`config.mk`:
```
export PLATFORM = sky130hd
export DESIGN_NAME = regfile_write_buffer
export DESIGN_NICKNAME = d
export VERILOG_FILES = /design/src/rtl/regfile_pkg.sv /design/src/rtl/wbuf_match.sv /design/src/rtl/regfile_write_buffer.sv
export SDC_FILE = /design/constraint.sdc
export NUM_CORES = 1
export LEC_CHECK = 0
export ABC_AREA = 1
export CAP_MARGIN = 0
export CORE_UTILIZATION = 50
export CTS_CLUSTER_DIAMETER = 50
export DETAILED_ROUTE_END_ITERATION = 10
export GPL_TIMING_DRIVEN = 1
export HOLD_SLACK_MARGIN = 0.02
export PLACE_DENSITY = 0.74
export SLEW_MARGIN = 40
export SYNTH_ARGS = -nofsm -noshare
export SYNTH_HDL_FRONTEND = slang
export SYNTH_SLANG_ARGS = --single-unit
```
`constraint.sdc`:
```
create_clock -name clk -period 6.5 [get_ports clk]
set_input_delay 1.3 -clock clk [delete_from_list [all_inputs] [get_ports clk]]
set_output_delay 1.3 -clock clk [all_outputs]
set_load 0.01 [all_outputs]
```
`src/rtl/regfile_pkg.sv`:
```
// Shared types and constants for the register-file write buffer.
// Entry fields are sized from the default register-file geometry below.
package regfile_pkg;

   localparam int DEF_WORD_WIDTH = 32;
   localparam int DEF_LENGTH     = 128;
   localparam int DEF_DEPTH      = 4;

   function automatic int addr_width(input int len);
      return (len > 1) ? $clog2(len) : 1;
   endfunction

   localparam int DEF_ADDR_WIDTH = addr_width(DEF_LENGTH);

   typedef struct packed {
      logic [DEF_ADDR_WIDTH-1:0] addr;
      logic [DEF_WORD_WIDTH-1:0] data;
      logic                      valid;
   } entry_t;

endpackage

```
`src/rtl/wbuf_match.sv`:
```
// Youngest-match search over the circular entry array, scanning oldest to
// youngest from base so the last hit seen is the youngest one.
module wbuf_match #(
   parameter int DEPTH = 4,
   parameter int AW    = 7
) (
   input  logic [AW-1:0]            addrs [DEPTH],
   input  logic [DEPTH-1:0]         valids,
   input  logic [$clog2(DEPTH)-1:0] base,
   input  logic                     skip_base,
   input  logic [AW-1:0]            key,
   output logic                     hit,
   output logic [$clog2(DEPTH)-1:0] idx
);

   localparam int PW = $clog2(DEPTH);

   logic [PW-1:0] pos;

   always_comb begin
      hit = 1'b0;
      idx = base;
      pos = base;
      for (int k = 0; k < DEPTH; k++) begin
         pos = base + PW'(k);
         if (valids[pos] && (addrs[pos] == key) && !(skip_base && (k == 0))) begin
            hit = 1'b1;
            idx = pos;
         end
      end
   end

endmodule

```
`src/rtl/regfile_write_buffer.sv`:
```
// In-order write queue in front of the register-file write port with a
// read-after-write lookup. Optional macro WRITE_COALESCE_EN merges same-address writes.
module regfile_write_buffer
   import regfile_pkg::*;
#(
   parameter int word_width = DEF_WORD_WIDTH,
   parameter int length     = DEF_LENGTH,
   parameter int DEPTH      = DEF_DEPTH
) (
   input  logic                          clk,
   input  logic                          reset,
   input  logic                          in_valid,
   output logic                          in_ready,
   input  logic [addr_width(length)-1:0] in_addr,
   input  logic [word_width-1:0]         in_data,
   input  logic                          drain_en,
   output logic                          wr_write,
   output logic [addr_width(length)-1:0] wr_addr,
   output logic [word_width-1:0]         wr_data,
   input  logic [addr_width(length)-1:0] lk_addr,
   output logic                          lk_hit,
   output logic [word_width-1:0]         lk_data,
   output logic [$clog2(DEPTH):0]        count,
   output logic                          empty
);

   localparam int AW = addr_width(length);
   localparam int PW = $clog2(DEPTH);
   localparam int CW = PW + 1;

   entry_t        mem [DEPTH];
   logic [PW-1:0] rd_ptr;
   logic [PW-1:0] wr_ptr;
   logic [CW-1:0] count_q;

   logic [AW-1:0]    addrs [DEPTH];
   logic [DEPTH-1:0] valids;
   logic             push, pop, alloc;
   logic             lk_match;
   logic [PW-1:0]    lk_idx;
   logic             co_hit;
   logic [PW-1:0]    co_idx;

   always_comb begin
      valids = '0;
      for (int i = 0; i < DEPTH; i++) begin
         addrs[i]  = mem[i].addr;
         valids[i] = mem[i].valid;
      end
   end

   // Full/empty come from the counter only; a pop in the same cycle does not free a slot.
   assign count    = count_q;
   assign empty    = (count_q == '0);
   assign in_ready = (count_q < CW'(DEPTH));
   assign push     = in_valid & in_ready;
   assign pop      = !empty & drain_en;
   assign wr_write = pop;
   assign wr_addr  = empty ? '0 : mem[rd_ptr].addr;
   assign wr_data  = empty ? '0 : mem[rd_ptr].data;

   // The head stays searchable while popping: the register file has not updated yet.
   wbuf_match #(.DEPTH(DEPTH), .AW(AW)) u_lookup (
      .addrs     (addrs),
      .valids    (valids),
      .base      (rd_ptr),
      .skip_base (1'b0),
      .key       (lk_addr),
      .hit       (lk_match),
      .idx       (lk_idx)
   );

   assign lk_hit  = lk_match;
   assign lk_data = lk_match ? mem[lk_idx].data : '0;

   wbuf_match #(.DEPTH(DEPTH), .AW(AW)) u_coalesce (
      .addrs     (addrs),
      .valids    (valids),
      .base      (rd_ptr),
      .skip_base (pop),
      .key       (in_addr),
      .hit       (co_hit),
      .idx       (co_idx)
   );

`ifdef WRITE_COALESCE_EN
   assign alloc = push & !co_hit;
`else
   assign alloc = push;
`endif

   always_ff @(posedge clk) begin
      if (reset) begin
         rd_ptr  <= '0;
         wr_ptr  <= '0;
         count_q <= '0;
         for (int i = 0; i < DEPTH; i++) mem[i] <= '0;
      end else begin
         if (pop) begin
            mem[rd_ptr].valid <= 1'b0;
            rd_ptr            <= rd_ptr + 1'b1;
         end
`ifdef WRITE_COALESCE_EN
         if (push && co_hit) mem[co_idx].data <= in_data;
`endif
         if (alloc) begin
            mem[wr_ptr] <= '{addr: in_addr, data: in_data, valid: 1'b1};
            wr_ptr      <= wr_ptr + 1'b1;
         end
         count_q <= count_q + CW'(alloc) - CW'(pop);
      end
   end

endmodule

```
==> results by group, run 1 <==
Synth
  • Synth Cell Area: 0.01070 mm^2
  • Count leader, synth: nand2_1
  • Mapped Cells: 1,489
  • Top cell type's share of synthesized area: 0.4377
  • Seq cells post-synth: 169
  • Area contributors post-synth: edfxtp_1 (44%), nand2_1 (15%), nor2_1 (11%)
  • FFs w/ async S/R, synth: 0
  • Ys flop type: edfxtp_1
  • Most common library cells after synthesis: nand2_1 (428), nor2_1 (317), edfxtp_1 (156), inv_1 (149), nand3_1 (97)
  • Synth warnings: 0
  • Sequential share of the synthesized area: 0.4620
  • Synthesized area per cell: 7.188 um^2
  • Unique masters post-synth: 28
  • Number of synthesized flops with an enable pin: 156
  • Cell taking the most area after synthesis: edfxtp_1
  • Syn_nets: 1,546

Placement
  • Buffers on Ports: 127
  • Routability Congestion: 0.9898
  • Post-Place Setup Slack: 0.6176 ns
  • DPL Wire Length: 19,110 um

Timing
  • Tcrit/Tclk final: 0.9109
  • # setup viols final: 0
  • Final Max Tran Viols: 0
  • FMAX: 168.9 MHz
  • Clock Skew: 0.005645 ns
  • Unrepaired setup endpoints after global routing: false
  • Setup slack after layout: 0.5794 ns
  • Slew @ Worst Pin: 0.8084 ns
  • Minimum clock period: 5.921 ns
  • Hold WS: 0.5055 ns
  • Total negative slack: 0 ns
  • Final hold vios: 0
  • Relative max-transition margin: 0.4592

Clocking
  • Worst-skew pair later-pin latency: 0.43 ns
  • Clock Path Buffers: 2
  • CTS sink count: 169
  • Root Buffer: clkbuf_16
  • CTS Buf Count: 17
  • Cts-stage hold buffer count: 0
  • Post-CTS Repair Setup Buffers: 0
  • H-tree levels: 4
  • Clock-pin slew on the worst setup and hold paths: 0.07 ns
  • CTS tree: built
  • Post-cts repair resize count: 0

Detailed routing
  • WL per Instance: 16.70 um
  • Iteration-0 DRC Markers: 863
  • Vias: 10.20k
  • Drt total wl: 31,000 um
  • Routed Antenna Nets: 0
  • Remaining DRCs: 2
  • First-pass iteration count of the detailed router: 8
  • Via density: 5.494

Worst setup path
  • Crit path kind: in2out
  • Crit path largest cell delay: 0.64 ns
  • Worst-path fanout max: 32
  • CP Data Required Time: 5.20 ns
  • Arrival time at the worst endpoint: 4.62 ns
  • Slowest stage cell, crit path: clkdlybuf4s50_1
  • Worst Path Buf+Inv: 4
  • Worst path top cell family by delay: buffers and inverters
  • CP Cell Sequence: clkdlybuf4s50_1, inv_1, nand2_1, nand3_1, nor2_1, nand2_1, nand3_1, nand3_1, nand2_2, buf_4, nor2_1, nor2_1, clkdlybuf4s50_1
  • Crit end category: output port
  • CP Launch Type: input pin

Cells and area
  • Util after Layout: 0.6030
  • P&R area growth vs syn: 18.44%
  • Nets: 1,624
  • Area of the multi-input gates: 0.004766 mm^2
  • Share of layout cells above drive strength 1: 0.06392
  • FF/Latch Area: 0.004947 mm^2
  • FILL cells: 1,856

Global route
  • First-pass GRT wire length: 48,780 um
  • Largest net degree at the start of global routing: 67
  • Number of global-route vias before repair: 9,609
  • Congestion Overflow GR: 0
  • Initial antenna violation count: 1
  • GRT Util Overall: 0.2878

Floorplan
  • Core box area: 0.02102 mm^2
  • Number of top-level pins: 128
  • # rows: 53
  • Die Ht: 148.3 um
  • Initial Util: 0.5091
  • DIE AREA: 0.02199 mm^2
  • Die width: 148.3 um

Run status
  • Failing checks: DRC
  • Status: finished with violations

Power and ir drop
  • Share of total power in the clock network: 0.228
  • Power share of the combinational group: 0.456
  • Cell internal pwr: 2.580 mW
  • PwrDens: 344.4 mW/mm^2
  • Net Switching: 1.785 mW
  • Sequential power share: 0.316
  • LEAKAGE: 5.565 nW
  • Sw Ratio: 0.4090
  • Peak supply drop: 223.3 uV

Flow run
  • Max-Cap Viols: 0

Worst hold path
  • HP Class: reg2reg
## cells in the final DEF, fill, tap and decap left out, types with 3 or more instances in the layout
cell type,instances
o21ai_1,5
edfxtp_1,156
dfxtp_1,11
o21ai_0,92
nand2_4,3
buf_4,21
nand3_2,28
clkinv_4,4
nand2_2,10
nor2_1,317
ha_1,6
o211ai_1,6
clkdlybuf4s50_1,127
nand3_1,97
clkinv_2,3
clkbuf_16,17
nand2_1,420
a21oi_1,82
inv_1,148
## final timing paths
check | slack, ns | depth (start not counted) | start | to
setup reg to reg | 3.39 | 6 | count[2]$_SDFF_PP0_ | mem[0][27]$_SDFFCE_PN0P_
hold / removal | 0.51 | 2 | mem[2][0]$_SDFFE_PP1P_ | mem[2][0]$_SDFFE_PP1P_
setup / recovery | 0.58 | 13 | lk_addr[6] | lk_data[0]
hold reg to reg | 0.51 | 2 | mem[2][0]$_SDFFE_PP1P_ | mem[2][0]$_SDFFE_PP1P_
## stage by stage
step	cells	power, mW	cell area (um^2)
after floorplan	1489	2.681	10700
after global placement	1823	3.322	12070
after detailed placement	1823	3.361	12100
after CTS	1855	4.357	12670
after global routing	1856	4.633	12680
final	1856	4.365	12680
## worst min-delay path: cells and delay by family, from the launching register on
kind / cells / cell delay (ns)
compound gates: 1 / 0.09
flops: 1 / 0.33
simple gates: 1 / 0.05
## layer usage
layer  wire, um  track usage  vias to the layer above
li1           -            -                     4904
met1      12780       0.3704                     4760
met2      14960       0.4906                      474
met3       2531      0.03712                       59
met4        729       0.1160                        0
met5          0            0                        -
## power by group through the flow
stage                     Sequential, mW  Combinational, mW  Clock [mW]
after floorplan                     1.38               1.30           0
after global placement              1.39               1.93           0
after detailed placement            1.40               1.96           0
after CTS                           1.38               1.97        1.01
after global routing                1.39               2.20        1.04
final                               1.38               1.99       0.997
## sequential cells by signal, summed over array words and instances, names as in the netlist, named ones only
signal and count:
rd_ptr 2, wr_ptr 2, count 3, mem 160
## logic make-up after synthesis
family / Yosys count / synth area share
buffers and inverters: 242 / 0.09773
XOR/XNOR: 2 / 0.001637
AO/OA/AOI/OAI: 189 / 0.09072
AND/OR/NAND/NOR: 880 / 0.3390
adder cells (fa/ha/maj): 7 / 0.008885
flip-flops: 169 / 0.4620
## final cells by class
class                      count  area share
sequential                   169      0.3903
multi-input combinational   1078      0.3760
timing repair buffer         150      0.1159
inverter                     151     0.04491
clock buffer                  18     0.03386
tap                          275     0.02714
clock inverter                14     0.01175
antenna                        1   0.0001974
No activity file was read; power rests on OpenSTA's default activity.
==> inputs of run 2 (changes only) <==
ABC_AREA = not set   (was 1)
==> run 2 against run 1 <==
The flow now finishes without violations; sequential cell count did not move; clock power fell by 2.4%; register-to-register slack improved by 0.25 ns; worst setup slack got worse by 0.29 ns; critical path type unchanged; largest cell class unchanged; highest routed layer unchanged.
==> results by group, run 2 <==
Synth
  • Ys flop type: edfxtp_1 (unchanged)
  • Top cell type's share of synthesized area: 0.4798 (was 0.4377)
  • Area contributors post-synth: edfxtp_1 (48%), and2_1 (13%), mux4_2 (11%) (was edfxtp_1 (44%), nand2_1 (15%), nor2_1 (11%))
  • Count leader, synth: and2_1 (was nand2_1)
  • Sequential share of the synthesized area: 0.5064 (was 0.4620)
  • Mapped Cells: 745 (was 1,489)
  • Synth warnings: 0 (unchanged)
  • Most common library cells after synthesis: and2_1 (196), edfxtp_1 (156), mux2i_1 (94), mux4_2 (46), clkbuf_1 (36) (was nand2_1 (428), nor2_1 (317), edfxtp_1 (156), inv_1 (149), nand3_1 (97))
  • Synth Cell Area: 0.009764 mm^2 (was 0.01070 mm^2)
  • Cell taking the most area after synthesis: edfxtp_1 (unchanged)
  • Unique masters post-synth: 52 (was 28)
  • Synthesized area per cell: 13.11 um^2 (was 7.188 um^2)
  • Seq cells post-synth: 169 (unchanged)
  • Number of synthesized flops with an enable pin: 156 (unchanged)
  • FFs w/ async S/R, synth: 0 (unchanged)
  • Syn_nets: 802 (was 1,546)

Clocking
  • Post-CTS Repair Setup Buffers: 0 (unchanged)
  • Cts-stage hold buffer count: 0 (unchanged)
  • Clock-pin slew on the worst setup and hold paths: 0.07 ns (about the same)
  • Clock Path Buffers: 2 (unchanged)
  • H-tree levels: 4 (unchanged)
  • Root Buffer: clkbuf_16 (unchanged)
  • Post-cts repair resize count: 0 (unchanged)
  • CTS tree: built (unchanged)
  • CTS Buf Count: 17 (unchanged)
  • CTS sink count: 169 (unchanged)
  • Worst-skew pair later-pin latency: 0.44 ns (was 0.43 ns)

Cells and area
  • P&R area growth vs syn: 21.71% (was 18.44%)
  • Nets: 918 (was 1,624)
  • Area of the multi-input gates: 0.004477 mm^2 (was 0.004766 mm^2)
  • Share of layout cells above drive strength 1: 0.1396 (was 0.06392)
  • Most frequent cells in the layout: and2_1 (196), edfxtp_1 (156), clkdlybuf4s50_1 (127) (was nand2_1 (420), nor2_1 (317), edfxtp_1 (156))
  • Most common cell after layout, fill and taps aside: and2_1 (was nand2_1)
  • Ant diodes: 0 (was 1)
  • FILL cells: 1,467 (was 1,856)
  • Biggest register: mem (unchanged)
  • FF/Latch Area: 0.004954 mm^2 (was 0.004947 mm^2)
  • Max FFs per register: 160 (unchanged)

Timing
  • FMAX: 160.9 MHz (was 168.9 MHz)
  • Unrepaired setup endpoints after global routing: false (unchanged)
  • Final hold vios: 0 (unchanged)
  • # setup viols final: 0 (unchanged)
  • Tcrit/Tclk final: 0.9562 (was 0.9109)
  • Slew @ Worst Pin: 0.7986 ns (was 0.8084 ns)
  • Relative max-transition margin: 0.4676 (was 0.4592)
  • Final Max Tran Viols: 0 (unchanged)
  • Clock Skew: 0.008838 ns (was 0.005645 ns)
  • Hold WS: 0.5411 ns (was 0.5055 ns)
  • Minimum clock period: 6.215 ns (was 5.921 ns)
  • Total negative slack: 0 ns (unchanged)

Power and ir drop
  • LEAKAGE: 4.143 nW (was 5.565 nW)
  • Peak supply drop: 203.2 uV (was 223.3 uV)
  • Share of total power in the clock network: 0.256 (was 0.228)
  • Net Switching: 1.223 mW (was 1.785 mW)
  • Sw Ratio: 0.3223 (was 0.4090)
  • Power share of the combinational group: 0.359 (was 0.456)
  • PwrDens: 319.4 mW/mm^2 (was 344.4 mW/mm^2)
  • Cell internal pwr: 2.572 mW (was 2.580 mW)
  • Sequential power share: 0.385 (was 0.316)

Detailed routing
  • Drt total wl: 24,560 um (was 31,000 um)
  • Remaining DRCs: 0 (was 2)
  • First-pass iteration count of the detailed router: 5 (was 8)
  • Via density: 5.792 (was 5.494)
  • Vias: 6,568 (was 10.20k)
  • Iteration-0 DRC Markers: 612 (was 863)
  • Routed Antenna Nets: 0 (unchanged)
  • WL per Instance: 21.65 um (was 16.70 um)

Worst hold path
  • Min-Delay Startpoint: mem[1][0]$_SDFFE_PP1P_ (was mem[2][0]$_SDFFE_PP1P_)
  • HP Class: reg2reg (unchanged)

Floorplan
  • DIE AREA: 0.02009 mm^2 (was 0.02199 mm^2)
  • # rows: 50 (was 53)
  • Initial Util: 0.5168 (was 0.5091)
  • Number of top-level pins: 128 (unchanged)
  • Die width: 141.7 um (was 148.3 um)
  • Die Ht: 141.7 um (was 148.3 um)
  • Core box area: 0.01889 mm^2 (was 0.02102 mm^2)

Worst setup path
  • Reg-to-Reg End: count[2]$_SDFF_PP0_ (was mem[0][27]$_SDFFCE_PN0P_)
  • Crit path kind: in2out (unchanged)
  • Arrival time at the worst endpoint: 4.92 ns (was 4.62 ns)
  • R2R Setup Slk: 3.64 ns (was 3.39 ns)
  • CP Launch Type: input pin (unchanged)
  • Crit path from: lk_addr[6] (unchanged)
  • Worst Setup EP: lk_data[24] (was lk_data[0])
  • CP Data Required Time: 5.20 ns (about the same)
  • Cells on worst reg2reg path: 11 (was 6)
  • Launching point of the worst reg2reg path: count[1]$_SDFF_PP0_ (was count[2]$_SDFF_PP0_)
  • Crit end category: output port (unchanged)
  • Worst-path fanout max: 18 (was 32)

Placement
  • Routability Congestion: 0.9027 (was 0.9898)
  • DPL Wire Length: 15,910 um (was 19,110 um)
  • Buffers on Ports: 127 (unchanged)

Global route
  • Number of global-route vias before repair: 7,084 (was 9,609)
  • Initial antenna violation count: 0 (was 1)
  • Largest net degree at the start of global routing: 41 (was 67)
  • GRT Util Overall: 0.2566 (was 0.2878)
  • First-pass GRT wire length: 38,260 um (was 48,780 um)
  • Congestion Overflow GR: 0 (unchanged)

Run status
  • Status: completed (was finished with violations)

Flow run
  • Max-Cap Viols: 0 (unchanged)
## run 2: cell count changes after synthesis, moves of 46 or more
cell	delta
o21ai_0	-90
a21oi_1	-76
mux2i_1	+94
and2_1	+196
nand2_1	-422
nand3_1	-93
inv_1	-136
nor2_1	-306
mux4_2	+46
## run 2: worst min-delay path by stage
stage,to,cells past startpoint
2_1_floorplan,mem[1][0]$_SDFFE_PP1P_,1
3_3_place_gp,mem[1][0]$_SDFFE_PP1P_,1
3_5_place_dp,mem[1][0]$_SDFFE_PP1P_,1
4_1_cts,mem[1][0]$_SDFFE_PP1P_,1
5_1_grt,mem[1][0]$_SDFFE_PP1P_,1
6_report,mem[1][0]$_SDFFE_PP1P_,1
## run 2: kinds of logic (layout without fill, tap and decap cells)
family / after synthesis / in the layout / share of synthesized area
multiplexers: 142 / 142 / 0.2052
adder cells (fa/ha/maj): 7 / 7 / 0.009738
flip-flops: 169 / 169 / 0.5064
AND/OR/NAND/NOR: 251 / 251 / 0.1559
buffers and inverters: 71 / 200 / 0.03626
AO/OA/AOI/OAI: 68 / 68 / 0.05138
XOR/XNOR: 37 / 37 / 0.03511
## run 2: critical path, stage by stage
cell	delay [ns]
clkdlybuf4s50_1	0.79
buf_4	0.22
o22ai_1	0.06
nor4_1	0.29
a22oi_1	0.16
or2_1	0.29
a21oi_4	0.20
xnor2_4	0.22
buf_8	0.24
buf_12	0.20
mux2i_1	0.09
o22ai_1	0.24
clkdlybuf4s50_1	0.59
## run 2: final cells by class
type	instances	area share
inverter	13	0.004106
timing repair buffer	155	0.1274
clock buffer	18	0.03611
sequential	169	0.4168
multi-input combinational	505	0.3767
tap	260	0.02737
clock inverter	14	0.01148
## run 2: power groups by stage
stage	clock network, mW	registers [mW]	logic [mW]
floorplan	0	1.37	0.981
global placement	0	1.47	1.34
detailed placement	0	1.48	1.35
CTS	0.986	1.46	1.36
global route	1.03	1.48	1.45
finish	0.973	1.46	1.36
## run 2: metal layers
layer	track usage	routed length, um	vias to the layer above	share of wire
li1	-	-	2992	-
met3	0.05164	1343	37	0.055
met4	0.09564	483	0	0.020
met1	0.3133	10040	3340	0.41
met2	0.4493	12690	199	0.52
met5	0	0	-	0
## run 2: per-stage QoR
stage	worst slack, ns	util	cells	area (um^2)	total power, mW
floorplan	1.910	-	745	9764	2.353
global placement	0.2851	0.5980	1101	11300	2.809
detailed placement	0.2489	0.5983	1101	11300	2.838
CTS	0.2436	0.6282	1133	11870	3.811
global route	0.1288	0.6290	1134	11880	3.967
finish	0.2846	0.6290	1134	11880	3.795
==> inputs of run 3 (changes only) <==
GPL_ROUTABILITY_DRIVEN = 0   (was not set)
==> run 3 against run 2 <==
Die area did not move; wire length is 0.20% higher; power grew 0.67%; critical path depth stayed put; combinational power is essentially flat; fmax decreased by 0.51%; sequential share of layout area stayed put; register-to-register slack better by 0.02 ns; first-iteration DRC count shrank 4.6%; worst setup slack got worse by 0.032 ns; utilization did not move; sequential power about the same; largest cell class unchanged.
==> results by group, run 3 (synthesis results as in run 2) <==
Timing
  • Unrepaired setup endpoints after global routing: false (unchanged)
  • Tcrit/Tclk final: 0.9611 (was 0.9562)
  • Slew @ Worst Pin: 0.6798 ns (was 0.7986 ns)
  • FMAX: 160.1 MHz (was 160.9 MHz)
  • Hold WS: 0.5700 ns (was 0.5411 ns)
  • Total negative slack: 0 ns (unchanged)
  • Final hold vios: 0 (unchanged)
  • # setup viols final: 0 (unchanged)
  • Minimum clock period: 6.247 ns (was 6.215 ns)
  • Relative max-transition margin: 0.5468 (was 0.4676)
  • Clock Skew: 0.007039 ns (was 0.008838 ns)
  • Final Max Tran Viols: 0 (unchanged)

Placement
  • DPL Wire Length: 14,750 um (was 15,910 um)
  • Buffers on Ports: 127 (unchanged)

Power and ir drop
  • Share of total power in the clock network: 0.260 (was 0.256)
  • PwrDens: 321.5 mW/mm^2 (was 319.4 mW/mm^2)
  • Sequential power share: 0.375 (was 0.385)
  • Peak supply drop: 226.3 uV (was 203.2 uV)
  • LEAKAGE: 4.133 nW (was 4.143 nW)
  • Net Switching: 1.215 mW (was 1.223 mW)
  • Power share of the combinational group: 0.365 (was 0.359)
  • Cell internal pwr: 2.605 mW (was 2.572 mW)
  • Sw Ratio: 0.3180 (was 0.3223)

Worst setup path
  • Crit end category: output port (unchanged)
  • CP Launch Type: input pin (unchanged)
  • Arrival time at the worst endpoint: 4.95 ns (was 4.92 ns)
  • Worst-path fanout max: 22 (was 18)
  • Slowest stage cell, crit path: clkdlybuf4s50_1 (unchanged)
  • CP Cell Sequence: clkdlybuf4s50_1, buf_4, o22ai_1, nor4_1, a22oi_1, or2_1, a21oi_4, xnor2_4, buf_6, buf_12, mux2i_1, o22ai_1, clkdlybuf4s50_1 (was clkdlybuf4s50_1, buf_4, o22ai_1, nor4_1, a22oi_1, or2_1, a21oi_4, xnor2_4, buf_8, buf_12, mux2i_1, o22ai_1, clkdlybuf4s50_1)
  • Crit path largest cell delay: 0.76 ns (was 0.79 ns)
  • CP Data Required Time: 5.20 ns (about the same)
  • Crit path kind: in2out (unchanged)

Cells and area
  • Share of layout cells above drive strength 1: 0.1378 (was 0.1396)
  • Max FFs per register: 160 (unchanged)
  • Nets: 916 (was 918)
  • Most common cell after layout, fill and taps aside: and2_1 (unchanged)
  • P&R area growth vs syn: 21.71% (unchanged)
  • Util after Layout: 0.6290 (unchanged)
  • Most frequent cells in the layout: and2_1 (196), edfxtp_1 (156), clkdlybuf4s50_1 (127) (unchanged)
  • Biggest register: mem (unchanged)

Detailed routing
  • Via density: 5.838 (was 5.792)
  • Drt total wl: 24,600 um (was 24,560 um)
  • Routed Antenna Nets: 0 (unchanged)
  • First-pass iteration count of the detailed router: 5 (unchanged)
  • WL per Instance: 21.73 um (was 21.65 um)
  • Iteration-0 DRC Markers: 584 (was 612)
  • Vias: 6,609 (was 6,568)
  • Remaining DRCs: 0 (unchanged)

Floorplan
  • DIE AREA: 0.02009 mm^2 (unchanged)
  • Die Ht: 141.7 um (unchanged)
  • # rows: 50 (unchanged)
  • Initial Util: 0.5168 (unchanged)
  • Core box area: 0.01889 mm^2 (unchanged)
  • Die width: 141.7 um (unchanged)
  • Number of top-level pins: 128 (unchanged)

Clocking
  • Worst-skew pair later-pin latency: 0.43 ns (was 0.44 ns)
  • Clock-pin slew on the worst setup and hold paths: 0.07 ns (about the same)
  • Post-cts repair resize count: 0 (unchanged)
  • H-tree levels: 4 (unchanged)
  • Root Buffer: clkbuf_16 (unchanged)
  • Cts-stage hold buffer count: 0 (unchanged)
  • CTS sink count: 169 (unchanged)
  • CTS Buf Count: 17 (unchanged)
  • CTS tree: built (unchanged)
  • Clock Path Buffers: 2 (unchanged)
  • Post-CTS Repair Setup Buffers: 0 (unchanged)

Global route
  • GRT Util Overall: 0.2595 (was 0.2566)
  • Initial antenna violation count: 1 (was 0)
  • Congestion Overflow GR: 0 (unchanged)
  • First-pass GRT wire length: 38,720 um (was 38,260 um)
  • Largest net degree at the start of global routing: 41 (unchanged)
  • Number of global-route vias before repair: 6,985 (was 7,084)

Run status
  • Status: completed (unchanged)

Worst hold path
  • HP Class: reg2reg (unchanged)

Flow run
  • Max-Cap Viols: 0 (unchanged)
run 3: changes by cell type in the layout (fill, tap and decap cells not counted), sizes merged:
| cell | delta |
|---|---|
| diode | +1 |
| buf | -2 |
| bufinv | +1 |
| clkinv | -1 |
| clkinvlp | +2 |
| inv | -3 |
run 3: final timing paths:
kind	depth (start not counted)	endpoint	slack, ns	from
max reg2reg	11	count[2]$_SDFF_PP0_	3.66	count[1]$_SDFF_PP0_
min reg2reg	1	mem[1][0]$_SDFFE_PP1P_	0.57	mem[1][0]$_SDFFE_PP1P_
max	13	lk_data[17]	0.25	lk_addr[6]
min	1	mem[1][0]$_SDFFE_PP1P_	0.57	mem[1][0]$_SDFFE_PP1P_
run 3: critical path: cells and delay by family:
kind                      cells  cell delay, ns
xor gates and xnor gates      1            0.27
buffers and inverters         5            2.02
AOI/OAI and AO/OA             4            0.66
and+or+nand+nor               2            0.56
muxes                         1            0.11
run 3: cell type report:
type                       instances  area (um^2)
antenna                            1        2.502
clock buffer                      18        429.2
clock inverter                    13        145.1
fill                            1462         7009
inverter                          13        48.80
multi-input combinational        505         4477
sequential                       169         4954
tap                              260        325.3
timing repair buffer             153         1503
run 3: per-layer routing:
layer	share of wire	global-route usage	vias up	wire length (um)
met5	0	0	-	0
met4	0.018	0.1007	0	442
met3	0.056	0.05197	44	1371
met2	0.50	0.4382	213	12430
met1	0.42	0.3297	3374	10360
li1	-	-	2978	-
run 3: power by group through the flow:
stage | sequential, mW | combinational [mW] | clock (mW)
2_1_floorplan | 1.37 | 0.981 | 0
3_3_place_gp | 1.45 | 1.36 | 0
3_5_place_dp | 1.46 | 1.39 | 0
4_1_cts | 1.44 | 1.40 | 1.00
5_1_grt | 1.45 | 1.49 | 1.05
6_report | 1.43 | 1.39 | 0.994
run 3: stage by stage:
| stage | power, mW | std cells | setup slack, ns | instance area [um^2] |
|---|---|---|---|---|
| detailed placement | 2.847 | 1100 | 0.3425 | 11310 |
| global placement | 2.809 | 1098 | 0.1624 | 11280 |
| CTS | 3.834 | 1131 | 0.3155 | 11880 |
| finish | 3.820 | 1132 | 0.2528 | 11880 |
| global route | 3.990 | 1132 | 0.1150 | 11880 |
| floorplan | 2.353 | 745 | 1.910 | 9764 |
